File: src/rtl/urng_pkg.sv
// Shared types and constants for the shared Tausworthe URNG controller.
package urng_pkg;

    typedef enum logic [1:0] {
        StIdle,
        StWarmup,
        StRun
    } urng_state_e;

    // Seeds loaded on reset
    localparam logic [31:0] Seed0Rst = 32'haa0aa0aa;
    localparam logic [31:0] Seed1Rst = 32'hb00b00bb;
    localparam logic [31:0] Seed2Rst = 32'hd00b00dd;

    // Per-component masks drop the bits that would degenerate each LFSR
    localparam logic [31:0] Mask0 = 32'hfffffffe;
    localparam logic [31:0] Mask1 = 32'hfffffff8;
    localparam logic [31:0] Mask2 = 32'hfffffff0;

    // Shift triplets (a, b, c) per component
    localparam int unsigned Sh0A = 13;
    localparam int unsigned Sh0B = 19;
    localparam int unsigned Sh0C = 12;
    localparam int unsigned Sh1A = 2;
    localparam int unsigned Sh1B = 25;
    localparam int unsigned Sh1C = 4;
    localparam int unsigned Sh2A = 3;
    localparam int unsigned Sh2B = 11;
    localparam int unsigned Sh2C = 17;

    // Smallest legal seed per component
    localparam logic [31:0] SeedMin0 = 32'd2;
    localparam logic [31:0] SeedMin1 = 32'd8;
    localparam logic [31:0] SeedMin2 = 32'd16;

endpackage

File: src/rtl/urng_taus_core.sv
// Three-component 32-bit Tausworthe generator state with seed load port.
// word_o is the combinational output of the current state.
module urng_taus_core
    import urng_pkg::*;
(
    input  logic        clock,
    input  logic        reset,
    input  logic        load_en_i,
    input  logic [1:0]  load_sel_i,
    input  logic [31:0] load_data_i,
    input  logic        adv_en_i,
    output logic [31:0] word_o
);

    logic [31:0] s0_q, s1_q, s2_q;
    logic [31:0] s0_d, s1_d, s2_d;
    logic [31:0] b0, b1, b2;

    // Next state: seed load takes precedence over an advance
    always_comb begin
        b0   = ((s0_q << Sh0A) ^ s0_q) >> Sh0B;
        b1   = ((s1_q << Sh1A) ^ s1_q) >> Sh1B;
        b2   = ((s2_q << Sh2A) ^ s2_q) >> Sh2B;
        s0_d = s0_q;
        s1_d = s1_q;
        s2_d = s2_q;
        if (load_en_i) begin
            unique case (load_sel_i)
                2'd0:    s0_d = load_data_i;
                2'd1:    s1_d = load_data_i;
                2'd2:    s2_d = load_data_i;
                default: ;
            endcase
        end else if (adv_en_i) begin
            s0_d = ((s0_q & Mask0) << Sh0C) ^ b0;
            s1_d = ((s1_q & Mask1) << Sh1C) ^ b1;
            s2_d = ((s2_q & Mask2) << Sh2C) ^ b2;
        end
    end

    // Generator state registers
    always_ff @(posedge clock or posedge reset) begin
        if (reset) begin
            s0_q <= Seed0Rst;
            s1_q <= Seed1Rst;
            s2_q <= Seed2Rst;
        end else begin
            s0_q <= s0_d;
            s1_q <= s1_d;
            s2_q <= s2_d;
        end
    end

    assign word_o = s0_q ^ s1_q ^ s2_q;

endmodule

File: src/rtl/urng_share_ctrl.sv
// Sequencing and round-robin sharing controller for one Tausworthe URNG.
// Optional word counter enabled by defining URNG_SHARE_STATS_EN.
module urng_share_ctrl
    import urng_pkg::*;
#(
    parameter int unsigned NUM_REQ       = 4,
    parameter int unsigned WARMUP_CYCLES = 16
) (
    input  logic               clock,
    input  logic               reset,
    input  logic               seed_wr_i,
    input  logic [1:0]         seed_sel_i,
    input  logic [31:0]        seed_data_i,
    input  logic               start_i,
    input  logic               stop_i,
    input  logic [NUM_REQ-1:0] req_i,
    output logic [NUM_REQ-1:0] gnt_o,
    output logic [31:0]        rand_data_o,
    output logic               rand_valid_o,
    output logic               ready_o,
    output logic               seed_err_o
`ifdef URNG_SHARE_STATS_EN
    ,
    input  logic               count_clr_i,
    output logic [31:0]        word_count_o
`endif
);

    localparam int unsigned PtrW       = $clog2(NUM_REQ);
    localparam logic [PtrW:0] NReq     = (PtrW + 1)'(NUM_REQ);
    localparam logic [PtrW-1:0] PtrRst = PtrW'(NUM_REQ - 1);
    localparam logic [15:0] WarmupInit = 16'(WARMUP_CYCLES);

    urng_state_e        state_q, state_d;
    logic [15:0]        cnt_q, cnt_d;
    logic [PtrW-1:0]    ptr_q, ptr_d;
    logic [NUM_REQ-1:0] gnt_q, gnt_d;
    logic [31:0]        rand_data_q, rand_data_d;
    logic               rand_valid_q, rand_valid_d;
    logic               ready_q, ready_d;
    logic               seed_err_q, seed_err_d;

    logic               load_en, adv_en;
    logic               seed_legal;
    logic [31:0]        word;

    logic [NUM_REQ-1:0] rot;
    logic [PtrW:0]      off, sum;
    logic               found;
    logic [PtrW-1:0]    win;

    urng_taus_core u_core (
        .clock       (clock),
        .reset       (reset),
        .load_en_i   (load_en),
        .load_sel_i  (seed_sel_i),
        .load_data_i (seed_data_i),
        .adv_en_i    (adv_en),
        .word_o      (word)
    );

    // Seed legality: each component needs a nonzero value in its unmasked bits
    always_comb begin
        seed_legal = 1'b0;
        unique case (seed_sel_i)
            2'd0:    seed_legal = (seed_data_i >= SeedMin0);
            2'd1:    seed_legal = (seed_data_i >= SeedMin1);
            2'd2:    seed_legal = (seed_data_i >= SeedMin2);
            default: seed_legal = 1'b0;
        endcase
    end

    // Round-robin pick: rotate requests so bit 0 is pointer+1, take first set bit
    always_comb begin
        rot   = NUM_REQ'({req_i, req_i} >> ({1'b0, ptr_q} + (PtrW + 1)'(1)));
        found = 1'b0;
        off   = '0;
        for (int j = 0; j < NUM_REQ; j++) begin
            if (!found && rot[j]) begin
                found = 1'b1;
                off   = (PtrW + 1)'(j);
            end
        end
        sum = {1'b0, ptr_q} + (PtrW + 1)'(1) + off;
        if (sum >= NReq) begin
            sum = sum - NReq;
        end
        win = sum[PtrW-1:0];
    end

    // FSM next state, grant and generator control
    always_comb begin
        state_d      = state_q;
        cnt_d        = cnt_q;
        ptr_d        = ptr_q;
        gnt_d        = '0;
        rand_data_d  = rand_data_q;
        rand_valid_d = 1'b0;
        seed_err_d   = seed_err_q;
        load_en      = 1'b0;
        adv_en       = 1'b0;

        unique case (state_q)
            StIdle: begin
                if (start_i && !stop_i) begin
                    seed_err_d = 1'b0;
                    cnt_d      = WarmupInit;
                    state_d    = (WARMUP_CYCLES == 0) ? StRun : StWarmup;
                end
                if (seed_wr_i) begin
                    if (seed_legal) begin
                        load_en = 1'b1;
                    end else begin
                        seed_err_d = 1'b1;
                    end
                end
            end
            StWarmup: begin
                if (seed_wr_i) begin
                    seed_err_d = 1'b1;
                end
                if (stop_i) begin
                    state_d = StIdle;
                end else begin
                    adv_en = 1'b1;
                    cnt_d  = cnt_q - 16'd1;
                    if (cnt_q == 16'd1) begin
                        state_d = StRun;
                    end
                end
            end
            StRun: begin
                if (seed_wr_i) begin
                    seed_err_d = 1'b1;
                end
                if (stop_i) begin
                    state_d = StIdle;
                end else if (found) begin
                    gnt_d        = {{(NUM_REQ - 1){1'b0}}, 1'b1} << win;
                    rand_data_d  = word;
                    rand_valid_d = 1'b1;
                    adv_en       = 1'b1;
                    ptr_d        = win;
                end
            end
            default: state_d = StIdle;
        endcase

        ready_d = (state_d == StRun);
    end

    // Control and output registers
    always_ff @(posedge clock or posedge reset) begin
        if (reset) begin
            state_q      <= StIdle;
            cnt_q        <= '0;
            ptr_q        <= PtrRst;
            gnt_q        <= '0;
            rand_data_q  <= '0;
            rand_valid_q <= 1'b0;
            ready_q      <= 1'b0;
            seed_err_q   <= 1'b0;
        end else begin
            state_q      <= state_d;
            cnt_q        <= cnt_d;
            ptr_q        <= ptr_d;
            gnt_q        <= gnt_d;
            rand_data_q  <= rand_data_d;
            rand_valid_q <= rand_valid_d;
            ready_q      <= ready_d;
            seed_err_q   <= seed_err_d;
        end
    end

    assign gnt_o        = gnt_q;
    assign rand_data_o  = rand_data_q;
    assign rand_valid_o = rand_valid_q;
    assign ready_o      = ready_q;
    assign seed_err_o   = seed_err_q;

`ifdef URNG_SHARE_STATS_EN
    logic [31:0] word_count_q, word_count_d;

    // Delivered-word counter, saturating; clear beats increment
    always_comb begin
        word_count_d = word_count_q;
        if (count_clr_i) begin
            word_count_d = '0;
        end else if (rand_valid_q && (word_count_q != 32'hffffffff)) begin
            word_count_d = word_count_q + 32'd1;
        end
    end

    // Counter register
    always_ff @(posedge clock or posedge reset) begin
        if (reset) begin
            word_count_q <= '0;
        end else begin
            word_count_q <= word_count_d;
        end
    end

    assign word_count_o = word_count_q;
`endif

endmodule

File: config.mk
export PLATFORM = sky130hd
export DESIGN_NAME = urng_share_ctrl
export DESIGN_NICKNAME = d
export VERILOG_FILES = /design/src/rtl/urng_pkg.sv /design/src/rtl/urng_taus_core.sv /design/src/rtl/urng_share_ctrl.sv
export SDC_FILE = /design/constraint.sdc
export NUM_CORES = 1
export LEC_CHECK = 0
export BUFFER_PORTS_ARGS = -buffer_cell sky130_fd_sc_hd__clkbuf_2
export CAP_MARGIN = 25
export CORE_ASPECT_RATIO = 1.1
export CORE_MARGIN = 5
export CORE_UTILIZATION = 50
export DETAILED_ROUTE_END_ITERATION = 7
export PLACE_DENSITY = 0.69
export SLEW_MARGIN = 15
export SYNTH_ARGS = -nofsm -noshare
export SYNTH_HDL_FRONTEND = slang
export SYNTH_SLANG_ARGS = --single-unit
File: constraint.sdc
create_clock -name clock -period 9.4 [get_ports clock]
set_input_delay 0 -clock clock [delete_from_list [all_inputs] [get_ports clock]]
set_output_delay 0 -clock clock [all_outputs]
set_load 0.1 [all_outputs]
-- Word-level counts from Yosys, hierarchy flattened
Cells that the tools add are included.
- bits in registers: 155
- output and inout bits: 39
- $add $sub $neg: 4
- magnitude comparators: 4
- equality and inequality tests: 12
- shifts and indexed selects: 2
- muxes and demuxes: 42
- bitwise gates (word level): 9
- reduce and logical (&&, ||, !) cells: 20
- operators with widths (cell ; number):
    32-bit 2-to-1 mux ; 9
    32-bit XOR ; 5
    32-bit by 2-bit greater-or-equal comparator with 1-bit output, second input constant ; 1
    32-bit by 4-bit greater-or-equal comparator with 1-bit output, second input constant ; 1
    32-bit by 5-bit greater-or-equal comparator with 1-bit output, second input constant ; 1
    16-bit 2-to-1 mux ; 2
    16-bit one-hot mux with 2 select lines ; 1
    32-bit by 13-bit XOR with 32-bit output ; 1
    32-bit by 21-bit XOR with 32-bit output ; 1
    32-bit by 7-bit XOR with 32-bit output ; 1
    16-bit by 1-bit == test with 1-bit output, second input constant ; 1
    1-bit 2-to-1 mux ; 16
    16-bit by 1-bit subtractor with 16-bit output, second input constant ; 1
    4-bit 2-to-1 mux ; 3
    2-bit 2-to-1 mux ; 5
    2-bit by 1-bit inequality test with 1-bit output, second input constant ; 4
    2-bit AND reduction ; 4
    8-bit by 3-bit right shift with 4-bit output ; 1
    2-bit == test, second input constant ; 3
    3-bit 2-to-1 mux ; 2
    2-bit one-hot mux with 3 select lines ; 1
    3-bit AND reduction ; 2
    2-bit nonzero test ; 3
    2-bit by 1-bit == test with 1-bit output, second input constant ; 2
    13 further kinds ; 22

-- Logic depth before layout (Yosys ltp)
Gate-level depths: netlist of the first run.
- depth after elaboration: 19
- gate-level depth with buffers: 9

-- Modules after synthesis
A second synthesis of the first run with hierarchy kept.
- cell total of the unflattened synthesis: 767
- area total of the unflattened synthesis: 8580.7 µm²
- modules (own cells, without submodules) (module ; times used ; cells an instance ; area an instance (µm²) ; sequential area each (µm²)):
    urng_taus_core ; 1 ; 518 ; 5735.5 ; 2447.3
    urng_share_ctrl ; 1 ; 249 ; 2845.2 ; 1478.9

-- Worst setup path after synthesis of the first run
Ideal clock, no wire load.
- path kind: flip-flop to flip-flop
- start point: register state_q[1]
- end point: register u_core.s1_q[16]
- library setup time: 0.098 ns
- arrival: 2.030 ns
- required time: 9.302 ns
- setup slack: 7.272 ns
- stages on the path, launching flop included: 10
- path buffers: 3
- clock period less this slack: 2.128 ns
- path through: dfrtp_1 -> inv_1 -> ha_1 -> clkbuf_1 -> nor2b_1 -> o21a_1 -> buf_2 -> o21ai_2 -> buf_4 -> a221oi_1
- word-level cells in the longest chain between the ends: 4
- ends and longest elaborated chain (item ; line ; source):
    start, declared ; urng_share_ctrl.sv:34 ; urng_state_e state_q, state_d;
    start signal, assigned ; urng_share_ctrl.sv:155 ; state_q <= StIdle;
    start signal, assigned ; urng_share_ctrl.sv:164 ; state_q <= state_d;
    2-bit == test (tied with other cells) ; urng_share_ctrl.sv:103 ; unique case (state_q)
    1-bit one-hot mux with 2 select lines / 1-bit 2-to-1 mux (equally long branches) ; urng_share_ctrl.sv:103 ;
    2-bit nonzero test (no line) / 2-bit by 1-bit inequality test with 1-bit output (equally long branches) ; n/a ;
    2-bit AND reduction (no line) ; n/a ;
    end signal, assigned ; urng_taus_core.sv:45 ; s1_q <= Seed1Rst;
    end, declared ; urng_taus_core.sv:15 ; logic [31:0] s0_q, s1_q, s2_q;
Parallel ways exist; a longest one is shown, timed or not.
A chain may end at the register's enable or synchronous reset.

-- Worst setup path after layout of the first run
- start point: input seed_data_i[12]
- end point: register u_core.s0_q[26]
- word-level cells in the longest chain between the ends: 7
- ends and longest elaborated chain (item ; line ; source):
    start, declared ; urng_share_ctrl.sv:13 ; input logic [31:0] seed_data_i,
    32-bit by 5-bit greater-or-equal comparator with 1-bit output (tied with other cells) ; urng_share_ctrl.sv:68 ; 2'd2: seed_legal = (seed_data_i >= SeedMin2);
    1-bit one-hot mux with 3 select lines * ; urng_share_ctrl.sv:65 ; unique case (seed_sel_i)
    1-bit 2-to-1 mux * ; urng_share_ctrl.sv:111 ; if (seed_legal) begin
    1-bit 2-to-1 mux * ; urng_share_ctrl.sv:110 ; if (seed_wr_i) begin
    1-bit 2-to-1 mux * ; urng_share_ctrl.sv:103 ;
    2-bit by 1-bit inequality test with 1-bit output (no line) / 2-bit nonzero test (equally long branches) ; n/a ;
    2-bit AND reduction (no line) ; n/a ;
    end signal, assigned ; urng_taus_core.sv:44 ; s0_q <= Seed0Rst;
    end, declared ; urng_taus_core.sv:15 ;
Mark *: on every way between the ends. The rest lies on a longest branch, timed or not.

==> results of run 1 <==
## layer usage
metal  vias up  GRT usage  share of wire  routed length [um]
li1       3197          -              -                   -
met1      3316      0.321           0.41                9860
met2       270      0.384           0.47               11100
met3        71     0.0491          0.061                1470
met4         0      0.144          0.059                1410
met5         -          0              0                   0
## stage by stage
stage               hold WS (ps)  instances
floorplan                    130        869
CTS                          133       1182
global placement             230       1113
detailed placement           227       1114
finish                       150       1184
global route                 193       1184
## layout by cell type (no fill, tap or decap), types with 8 or more instances in the layout
master	instances
a221oi_2	30
dfstp_2	38
nand3_1	13
a221oi_1	32
nand2_1	42
a21oi_1	45
buf_4	8
o21ai_0	73
xnor2_1	104
dfrtp_1	117
clkbuf_2	81
dlygate4sd3_1	36
clkbuf_16	17
nor2_1	116
xor2_1	14
inv_1	89
o32ai_1	16
## worst paths after layout
path	start	to	cells past startpoint	slack, ps
max in group asynchronous	reset	rand_valid_o$_DFF_PP0_	4	7770
worst max register to register	state_q[1]$_DFF_PP0_	u_core.s0_q[26]$_DFFE_PP0P_	8	6300
worst min register to register	rand_data_o[2]$_DFFE_PP0P_	rand_data_o[2]$_DFFE_PP0P_	2	480
min in group asynchronous	reset	rand_data_o[1]$_DFFE_PP0P_	3	290
worst min-delay path	req_i[3]	ptr_q[1]$_DFFE_PP1P_	4	150
worst max-delay path	seed_data_i[12]	u_core.s0_q[26]$_DFFE_PP0P_	9	6090
## cells in the mapped netlist, types with 2 or more instances
master      n
ha_1        7
o21ai_0    73
a22oi_1     2
nand2_1    42
nor2_1    116
nor4_2      4
nor4_1      7
buf_4       3
buf_2       8
o22ai_1     7
or3_1       2
xnor2_1   104
o31a_1      2
a221oi_1   32
xor2_1     14
inv_1      90
a221oi_2   30
nor3b_1     3
buf_1       2
o32ai_1    16
nand4_1     2
o31ai_2     2
dfrtp_1   117
o21a_1      2
buf_6       3
nor2b_1     5
nand2b_1    2
nand3_1    13
and4_1      2
nor3_1      7
a21oi_1    45
dfstp_2    38
clkbuf_1   32
o31ai_1     3
## final cells by class
| type | count | area, sq um |
|---|---|---|
| Sequential cell | 155 | 3930 |
| Inverter | 92 | 350 |
| Tap cell | 204 | 255 |
| Multi-Input combinational cell | 574 | 3940 |
| Timing Repair Buffer | 127 | 868 |
| Fill cell | 1396 | 6470 |
| Clock buffer | 21 | 460 |
| Clock inverter | 11 | 166 |
## cells by family after synthesis
group	share of synthesized area
AO/OA/AOI/OAI	0.212
XOR/XNOR	0.123
adder cells (fa/ha/maj)	0.0104
buffers and inverters	0.0677
flip-flops	0.467
multiplexers	0.00134
AND/OR/NAND/NOR	0.118
## flip-flops by register name (all words and copies together), names as in the netlist
| signal | cells |
|---|---|
| rand_data_o | 32 |
| u_core.s0_q | 32 |
| u_core.s1_q | 32 |
| u_core.s2_q | 32 |
| cnt_q | 16 |
| gnt_o | 4 |
| ptr_q | 2 |
| state_q | 2 |
| rand_valid_o | 1 |
| ready_o | 1 |
| seed_err_o | 1 |
## power by group
part,internal (mW),total (mW),switching [mW]
combinational,0.610,1.56,0.947
clock,0.458,0.736,0.278
sequential,0.983,1.27,0.292
## critical path, cell delays in order
cell and delay, ps:
dlygate4sd3_1 530, clkbuf_2 150, nor4_1 370, nand3_1 510, o31a_2 710, buf_16 250
nor2_4 90, buf_4 680, a221oi_1 220
==> results.json, run 1 <==
{
  "synthesis.area_sq_um": 8400,
  "route.vias.total": 6854,
  "synth_edf_count": 0,
  "cp-end-kind": "flop",
  "wl_um": 23900,
  "grt_pass1_vias": 6775,
  "diodes": 0,
  "firstDrtPassIters": 5,
  "cts.sinks": 155,
  "antenna_found_initial": 0,
  "grt_setup_unrepaired": "no",
  "cts_root_buffer": "clkbuf_16",
  "ctsHoldBuffers": 36,
  "path_class": "in -> reg",
  "cts_buffer_depth": 2,
  "clkTransAtPathRegs_ps": 60,
  "nNetsFinal": 1017,
  "core_sq_um": 16400,
  "start_util": 0.511,
  "path_max_fanout": 60,
  "synth_seq_cells": 155,
  "detail-route-antenna-nets": 0,
  "setup_tns_ps": 0,
  "min_path_type": "in -> reg",
  "fp-row-count": 49,
  "maxSlewViolCount": 0,
  "io_pins": 82,
  "drc": 0,
  "die_h_um": 146,
  "worstPathRequired_ps": 9670,
  "cts_buffers": 17,
  "grt_pass1_wl_um": 37300,
  "cp.arrival_ps": 3580,
  "vdd_drop_max_mv": 0.186,
  "h-tree-depth": 4,
  "synth_cell_types": 66,
  "syn_nets": 919,
  "final-setup-viol-count": 0,
  "final-hold-violation-count": 0,
  "status": "complete, no violations",
  "synth-seq-area-share": 0.467,
  "die_w_um": 134,
  "synth-main-ff-cell": "dfrtp_1",
  "port_buffers": 81,
  "dp_hpwl_um": 16700,
  "clock.fmax_mhz": 302,
  "dp_slack_ps": 6210,
  "synth_top_area_share": 0.348,
  "ys_top_cells_by_area": "dfrtp_1 35%, dfstp_2 12%, xnor2_1 11%, a221oi_2 5.4%, nor2_1 5.2%",
  "period_share": 0.352,
  "clock_latency_ps": 430,
  "maxCapViolCount": 0,
  "synth_cells": 869,
  "drive_gt1_frac": 0.216,
  "initialDrtViolationCount": 547,
  "grt_max_degree": 93,
  "async_flop_share": 1.00,
  "synth_top_area_cell": "dfrtp_1",
  "totalPowerFinal_mw": 3.57,
  "grt_use_total": 0.247,
  "syn2layout_area_growth_pct": 18.6,
  "gp_routability_congestion": 0.933,
  "avgSynthCellArea_sq_um": 9.67,
  "finish.utilization": 0.606,
  "power_density_nw_per_um2": 358,
  "tightest_slew_ps": 893,
  "routed_via_density": 5.79,
  "relSlewSlack": 0.404,
  "postCtsSetupBuffers": 0,
  "timing.final.ws_setup_ps": 6090,
  "critPathLaunchType": "primary input",
  "grt_overflow": 0,
  "ys_warn_count": 0,
  "ctsResizeCount": 0,
  "dieArea_sq_um": 19500,
  "clock_skew_ps": 8.42,
  "wl_per_cell_um": 20.1,
  "postLayoutCellArea_sq_um": 9960,
  "place_area_sq_um": 8940,
  "finalCriticalPeriod_ps": 3310,
  "cts_tree": "done",
  "leakagePower_nw": 4.46
}
(Power assumes the default switching activity.)
==> inputs of run 2 (changes only) <==
- ABC_AREA: not set -> 1
- PLACE_DENSITY: 0.69 -> 0.72
- clock period: 9.4 -> 2.8 ns (I/O delays scaled with it)
==> run 2 against run 1 <==
- sequential share of layout area fell by 0.46 points
- non-clock buffer count is 3 higher
- clock skew decreased by 3.4 ps
- routed wire length increased by 7.5%
- die area rose by 1.6%
- register-to-register slack worse by 5900 ps
- via count increased by 15%
- design area grew 1.2%
- core utilization shrank 0.95 points
- hold slack got worse by 130 ps
- synthesized area up 1.7%
- cell count rose by 22%
- critical path type is now reg -> reg
==> results.json, run 2 <==
{
  "routed_via_density": 5.47,
  "die_h_um": 147,
  "cpMostUsedCell": "nand2_1",
  "syn_nets": 1175,
  "grt_use_total": 0.262,
  "wl_per_cell_um": 17.8,
  "postLayoutCellArea_sq_um": 10100,
  "port_buffers": 81,
  "slowest_stage": "nand2_2",
  "clock_skew_ps": 5.05,
  "gp_routability_congestion": 0.945,
  "multi_input_area_sq_um": 4160,
  "grt_overflow": 0,
  "synth_edf_count": 0,
  "cts_tree": "done",
  "cp-end-kind": "flop",
  "ys_top_cells_by_area": "dfrtp_1 34%, nand2_1 22%, dfstp_2 12%, xor2_1 7.7%, nand3_1 6.4%",
  "start_util": 0.506,
  "grt_max_degree": 70,
  "regToRegEndpoint": "u_core.s0_q[19]$_DFFE_PP1P_",
  "status": "complete, no violations",
  "fp-row-count": 50,
  "layout_common_cells": "501 x nand2_1, 117 x dfrtp_1, 110 x nand3_1",
  "fillers": 1503,
  "cts_root_buffer": "clkbuf_16",
  "cts_buffers": 17,
  "yosysMostFrequentCell": "nand2_1",
  "crit_cells": 12,
  "route.vias.total": 7870,
  "grt_setup_unrepaired": "no",
  "ctsResizeCount": 0,
  "leakagePower_nw": 5.56,
  "critPathBufInv": 2,
  "critPathCapture": "u_core.s0_q[19]$_DFFE_PP1P_",
  "tightest_slew_ps": 710,
  "synth-seq-area-share": 0.459,
  "die_w_um": 135,
  "drc": 0,
  "maxCapViolCount": 0,
  "path_class": "reg -> reg",
  "synthesis.area_sq_um": 8550,
  "clock.fmax_mhz": 421,
  "synth_cell_types": 30,
  "core_sq_um": 16900,
  "async_flop_share": 1.00,
  "r2r_cells": 12,
  "h-tree-depth": 4,
  "final-setup-viol-count": 0,
  "cp_top_family": "simple AND/OR/NAND/NOR gates",
  "min_path_type": "in -> reg",
  "finalCriticalPeriod_ps": 2370,
  "maxSlewViolCount": 0,
  "dieArea_sq_um": 19800,
  "drive_gt1_frac": 0.146,
  "vdd_drop_max_mv": 0.661,
  "nNetsFinal": 1268,
  "path_max_fanout": 32,
  "syn2layout_area_growth_pct": 17.9,
  "worstPathRequired_ps": 3160,
  "antenna_found_initial": 0,
  "initialDrtViolationCount": 748,
  "synth_common_cells": "501 x nand2_1, 117 x dfrtp_1, 110 x nand3_1",
  "diodes": 0,
  "dp_hpwl_um": 17800,
  "avgSynthCellArea_sq_um": 7.60,
  "setup_tns_ps": 0,
  "grt_pass1_vias": 7412,
  "final_common_cell": "nand2_1",
  "io_pins": 82,
  "synth_top_area_cell": "dfrtp_1",
  "cts_buffer_depth": 2,
  "r2r_start": "ptr_q[1]$_DFFE_PP1P_",
  "period_share": 0.848,
  "crit_chain": "inv_1 -> nand3_1 -> nand2_1 -> nand2_1 -> inv_2 -> nand2_1 -> nand2_2 -> nand2_2 -> nand3_4 -> nand2_2 -> nand2_1 -> nand2_1",
  "relSlewSlack": 0.525,
  "power_density_nw_per_um2": 1320,
  "crit_start": "ptr_q[1]$_DFFE_PP1P_",
  "max_stage_delay_ps": 620,
  "ys_warn_count": 0,
  "cts.sinks": 155,
  "grt_pass1_wl_um": 40400,
  "cp.arrival_ps": 2730,
  "synth_cells": 1125,
  "clkTransAtPathRegs_ps": 60,
  "clock_latency_ps": 420,
  "synth_seq_cells": 155,
  "place_area_sq_um": 9110,
  "reg2reg_slack_ps": 430,
  "critPathLaunchType": "flop",
  "seq_area_sq_um": 3930,
  "detail-route-antenna-nets": 0,
  "wl_um": 25600,
  "synth-main-ff-cell": "dfrtp_1",
  "firstDrtPassIters": 8,
  "synth_top_area_share": 0.343,
  "final-hold-violation-count": 0
}
run 2: cell types whose count changed after synthesis, moves of 47 or more:
cell and delta:
nand2_1 +459, nand3_1 +97, xnor2_1 -70, nor2_1 -66
xor2_1 +61, inv_1 -47
run 2: kinds of logic (layout without fill, tap and decap cells):
family                   after synthesis  count (layout)  synth area share
flip-flops                           155             155             0.459
adder cells (fa/ha/maj)                7               7            0.0102
XOR/XNOR                             109             109             0.112
AO/OA/AOI/OAI                         71              71            0.0430
buffers and inverters                103             209            0.0544
AND/OR/NAND/NOR                      680             680             0.321
run 2: timing repair:
item	in CTS	in global routing
hold endpoints to repair	91	0
setup buffers	0	0
hold buffers	30	0
run 2: area by class of cell:
cell class / count / share of cell area
multi-input cells: 867 / 0.413
flip-flops and latches: 155 / 0.389
repair buffers: 130 / 0.0891
clock buffers: 22 / 0.0460
well taps: 208 / 0.0258
clock inverters: 10 / 0.0187
inverters: 47 / 0.0179
run 2: metal layers:
layer	part of all wire	vias up	global-route usage
li1	-	3707	-
met1	0.39	3682	0.334
met2	0.47	383	0.423
met3	0.079	98	0.0548
met4	0.054	0	0.131
met5	0	-	0
run 2: tightest hold or removal path, stage by stage:
cell      delay, ps
clkbuf_2         90
nand2_1         130
nand2_1          90
nand2_1          50
nand2_1          40
run 2: per-stage QoR:
step | hold slack, ps | instances | utilization | setup slack, ps | total power, mW
finish | 21.0 | 1439 | 0.597 | 426 | 13.3
global route | 40.4 | 1439 | 0.597 | 319 | 14.0
CTS | 5.31 | 1438 | 0.596 | 485 | 13.3
detailed placement | 248 | 1376 | 0.539 | 557 | 10.6
global placement | 243 | 1376 | 0.539 | 601 | 10.5
floorplan | 152 | 1125 | - | 872 | 8.99
run 2: how the worst min path moves through the flow:
stage / start / slack [ps] / depth (start not counted) / endpoint
floorplan: seed_wr_i / 150 / 2 / seed_err_o$_DFFE_PP0P_
global placement: reset / 240 / 2 / rand_data_o[26]$_DFFE_PP0P_
detailed placement: reset / 250 / 2 / u_core.s0_q[0]$_DFFE_PP0P_
CTS: seed_data_i[28] / 5 / 5 / u_core.s2_q[28]$_DFFE_PP1P_
global route: seed_data_i[24] / 40 / 5 / u_core.s0_q[24]$_DFFE_PP0P_
finish: seed_data_i[22] / 20 / 5 / u_core.s1_q[22]$_DFFE_PP0P_
run 2: where the power goes:
part	total [mW]	leakage, nW	internal (mW)	switching (mW)
combinational	6.28	3.36	1.89	4.39
clock	2.57	0.314	1.63	0.934
sequential	4.43	1.88	3.32	1.11
total	13.3	5.56	6.84	6.43
==> inputs of run 3 (changes only) <==
- clock period: 2.8 -> 1.95 ns (I/O delays scaled with it)
==> run 3 against run 2 <==
- the run now ends with negative hold slack, negative setup slack left
- critical path depth is 3 higher
- combinational power is 66% higher
- maximum frequency is 14% higher
- routed wire length is 11% higher
- clock skew is 3.5 ps higher
- via count is 5.5% higher
- die area stayed put
- highest routed layer unchanged
==> results.json, run 3 (synthesized netlist as in run 2, its figures left out) <==
{
  "grt_setup_unrepaired": "yes",
  "cts.sinks": 155,
  "layout_common_cells": "441 x nand2_1, 117 x dfrtp_1, 101 x nand3_1",
  "grt_use_total": 0.268,
  "clock.fmax_mhz": 482,
  "r2r_start": "ptr_q[0]$_DFFE_PP1P_",
  "vdd_drop_max_mv": 0.963,
  "finish.utilization": 0.648,
  "routed_via_density": 5.61,
  "cp-end-kind": "flop",
  "grt_pass1_vias": 7638,
  "drive_gt1_frac": 0.244,
  "tightest_slew_ps": 560,
  "wl_um": 28400,
  "worstPathRequired_ps": 2270,
  "port_buffers": 81,
  "io_pins": 82,
  "cts_tree": "done",
  "regToRegEndpoint": "u_core.s2_q[18]$_DFFE_PP0P_",
  "diodes": 0,
  "final-hold-violation-count": 2,
  "detail-route-antenna-nets": 0,
  "p_int_mw": 10.0,
  "finalCriticalPeriod_ps": 2070,
  "power_density_nw_per_um2": 1820,
  "status": "finished with violations",
  "totalPowerFinal_mw": 20.0,
  "grt_overflow": 0,
  "critPathLaunchType": "flop",
  "antenna_found_initial": 0,
  "reg2reg_slack_ps": -120,
  "sequentialPowerShare": 0.319,
  "wl_per_cell_um": 19.2,
  "hold_start": "seed_data_i[26]",
  "relSlewSlack": 0.628,
  "violations": "negative hold slack, negative setup slack",
  "clkTransAtPathRegs_ps": 70,
  "leakagePower_nw": 5.97,
  "syn2layout_area_growth_pct": 28.1,
  "cts_root_buffer": "clkbuf_16",
  "multi_input_area_sq_um": 4550,
  "grt_pass1_wl_um": 41400,
  "seq_area_sq_um": 3930,
  "dieArea_sq_um": 19800,
  "r2r_cells": 15,
  "firstDrtPassIters": 8,
  "fp-row-count": 50,
  "p_clk_frac": 0.161,
  "whs_endpoint": "u_core.s0_q[26]$_DFFE_PP0P_",
  "min_path_type": "in -> reg",
  "holdWs_ps": -18.8,
  "combPwrFrac": 0.520,
  "timing.final.ws_setup_ps": -124,
  "cp.arrival_ps": 2390,
  "netSwitchingPower_mw": 9.97,
  "period_share": 1.06,
  "final-setup-viol-count": 98,
  "maxSlewViolCount": 0,
  "die_w_um": 135,
  "die_h_um": 147,
  "path_max_fanout": 7,
  "clock_skew_ps": 8.59,
  "start_util": 0.506,
  "route.vias.total": 8304,
  "initialDrtViolationCount": 886,
  "path_class": "reg -> reg",
  "drc": 0,
  "maxCapViolCount": 0,
  "nNetsFinal": 1310,
  "dp_hpwl_um": 18600,
  "fillers": 1362,
  "cts_buffer_depth": 2,
  "holdPathStages": 5,
  "gp_routability_congestion": 0.976,
  "cts_buffers": 17,
  "final_common_cell": "nand2_1",
  "clock_latency_ps": 430,
  "grt_max_degree": 81,
  "core_sq_um": 16900,
  "switching_share": 0.499,
  "h-tree-depth": 4
}
==> run 3: cell count changes in the layout (fill, tap and decap cells not counted), moves of 9 or more <==
cell     previous run  this run
buf_12              4        15
buf_4              15        37
nand2_1           501       441
nand2_2             6        50
nand2_4             0        14
nand3_1           110       101
==> run 3: worst max path at each step <==
stage	startpoint	to	slack, ps	cells after the start
floorplan	reset	cnt_q[0]$_DFFE_PP0P_	20	1
global placement	ptr_q[1]$_DFFE_PP1P_	u_core.s1_q[14]$_DFFE_PP0P_	50	13
detailed placement	ptr_q[0]$_DFFE_PP1P_	u_core.s0_q[24]$_DFFE_PP0P_	-30	13
CTS	ptr_q[1]$_DFFE_PP1P_	u_core.s1_q[7]$_DFFE_PP1P_	3	13
global route	ptr_q[0]$_DFFE_PP1P_	u_core.s2_q[12]$_DFFE_PP0P_	-190	15
finish	ptr_q[0]$_DFFE_PP1P_	u_core.s2_q[18]$_DFFE_PP0P_	-120	15
==> run 3: timing repair <==
| action | 4_1_cts | 5_1_grt |
|---|---|---|
| cloned | 0 | 8 |
| resized for setup | 5 | 116 |
| hold endpoints to repair | 173 | 2 |
| setup endpoints to repair | 40 | 108 |
| pin swaps | 0 | 8 |
| buffers inserted | 0 | 7 |
| hold buffers | 27 | 2 |
==> run 3: worst max-delay path: stages, from the launching register on <==
cell and delay [ps]:
dfstp_2 610, clkinv_4 120, nand2_4 90, nand3_2 80, nand2_2 110, nand2_2 60
inv_2 60, nand2_2 60, nand2_4 80, nand2_4 70, nand3_4 80, buf_12 160
nand2_8 90, clkbuf_16 190, nand2_1 70, nand2_1 50
==> run 3: power by group through the flow <==
stage | clock, mW | combinational, mW | sequential (mW)
after global placement | 0 | 9.10 | 6.30
after floorplan | 0 | 4.81 | 8.10
final | 3.23 | 10.4 | 6.37
after global routing | 3.40 | 11.1 | 6.47
after CTS | 3.23 | 9.33 | 6.29
after detailed placement | 0 | 9.20 | 6.33
==> run 3: area by class of cell <==
type                       count  area share
clock buffer                  22      0.0433
clock inverter                10     0.00857
inverter                      47      0.0171
multi-input combinational    868       0.416
sequential                   155       0.359
tap                          208      0.0238
timing repair buffer         171       0.133
==> run 3: per-layer routing <==
layer / wire length [um] / part of all wire / GRT usage
met5: 0 / 0 / 0
met4: 1600 / 0.056 / 0.123
met3: 2380 / 0.084 / 0.0627
met2: 13600 / 0.48 / 0.428
met1: 10900 / 0.38 / 0.344
==> run 3: stage by stage <==
step	instance area, sq um	hold WS [ps]	setup TNS [ps]	setup slack, ps	std cells
final	11000	-18.8	-5230	-124	1481
after global routing	11000	7.27	-12930	-188	1481
after CTS	10300	1.54	0	2.85	1464
after detailed placement	9440	-39.6	-38.4	-34.7	1405
after global placement	9440	-43.6	0	47.3	1405
after floorplan	8550	152	0	22.1	1125
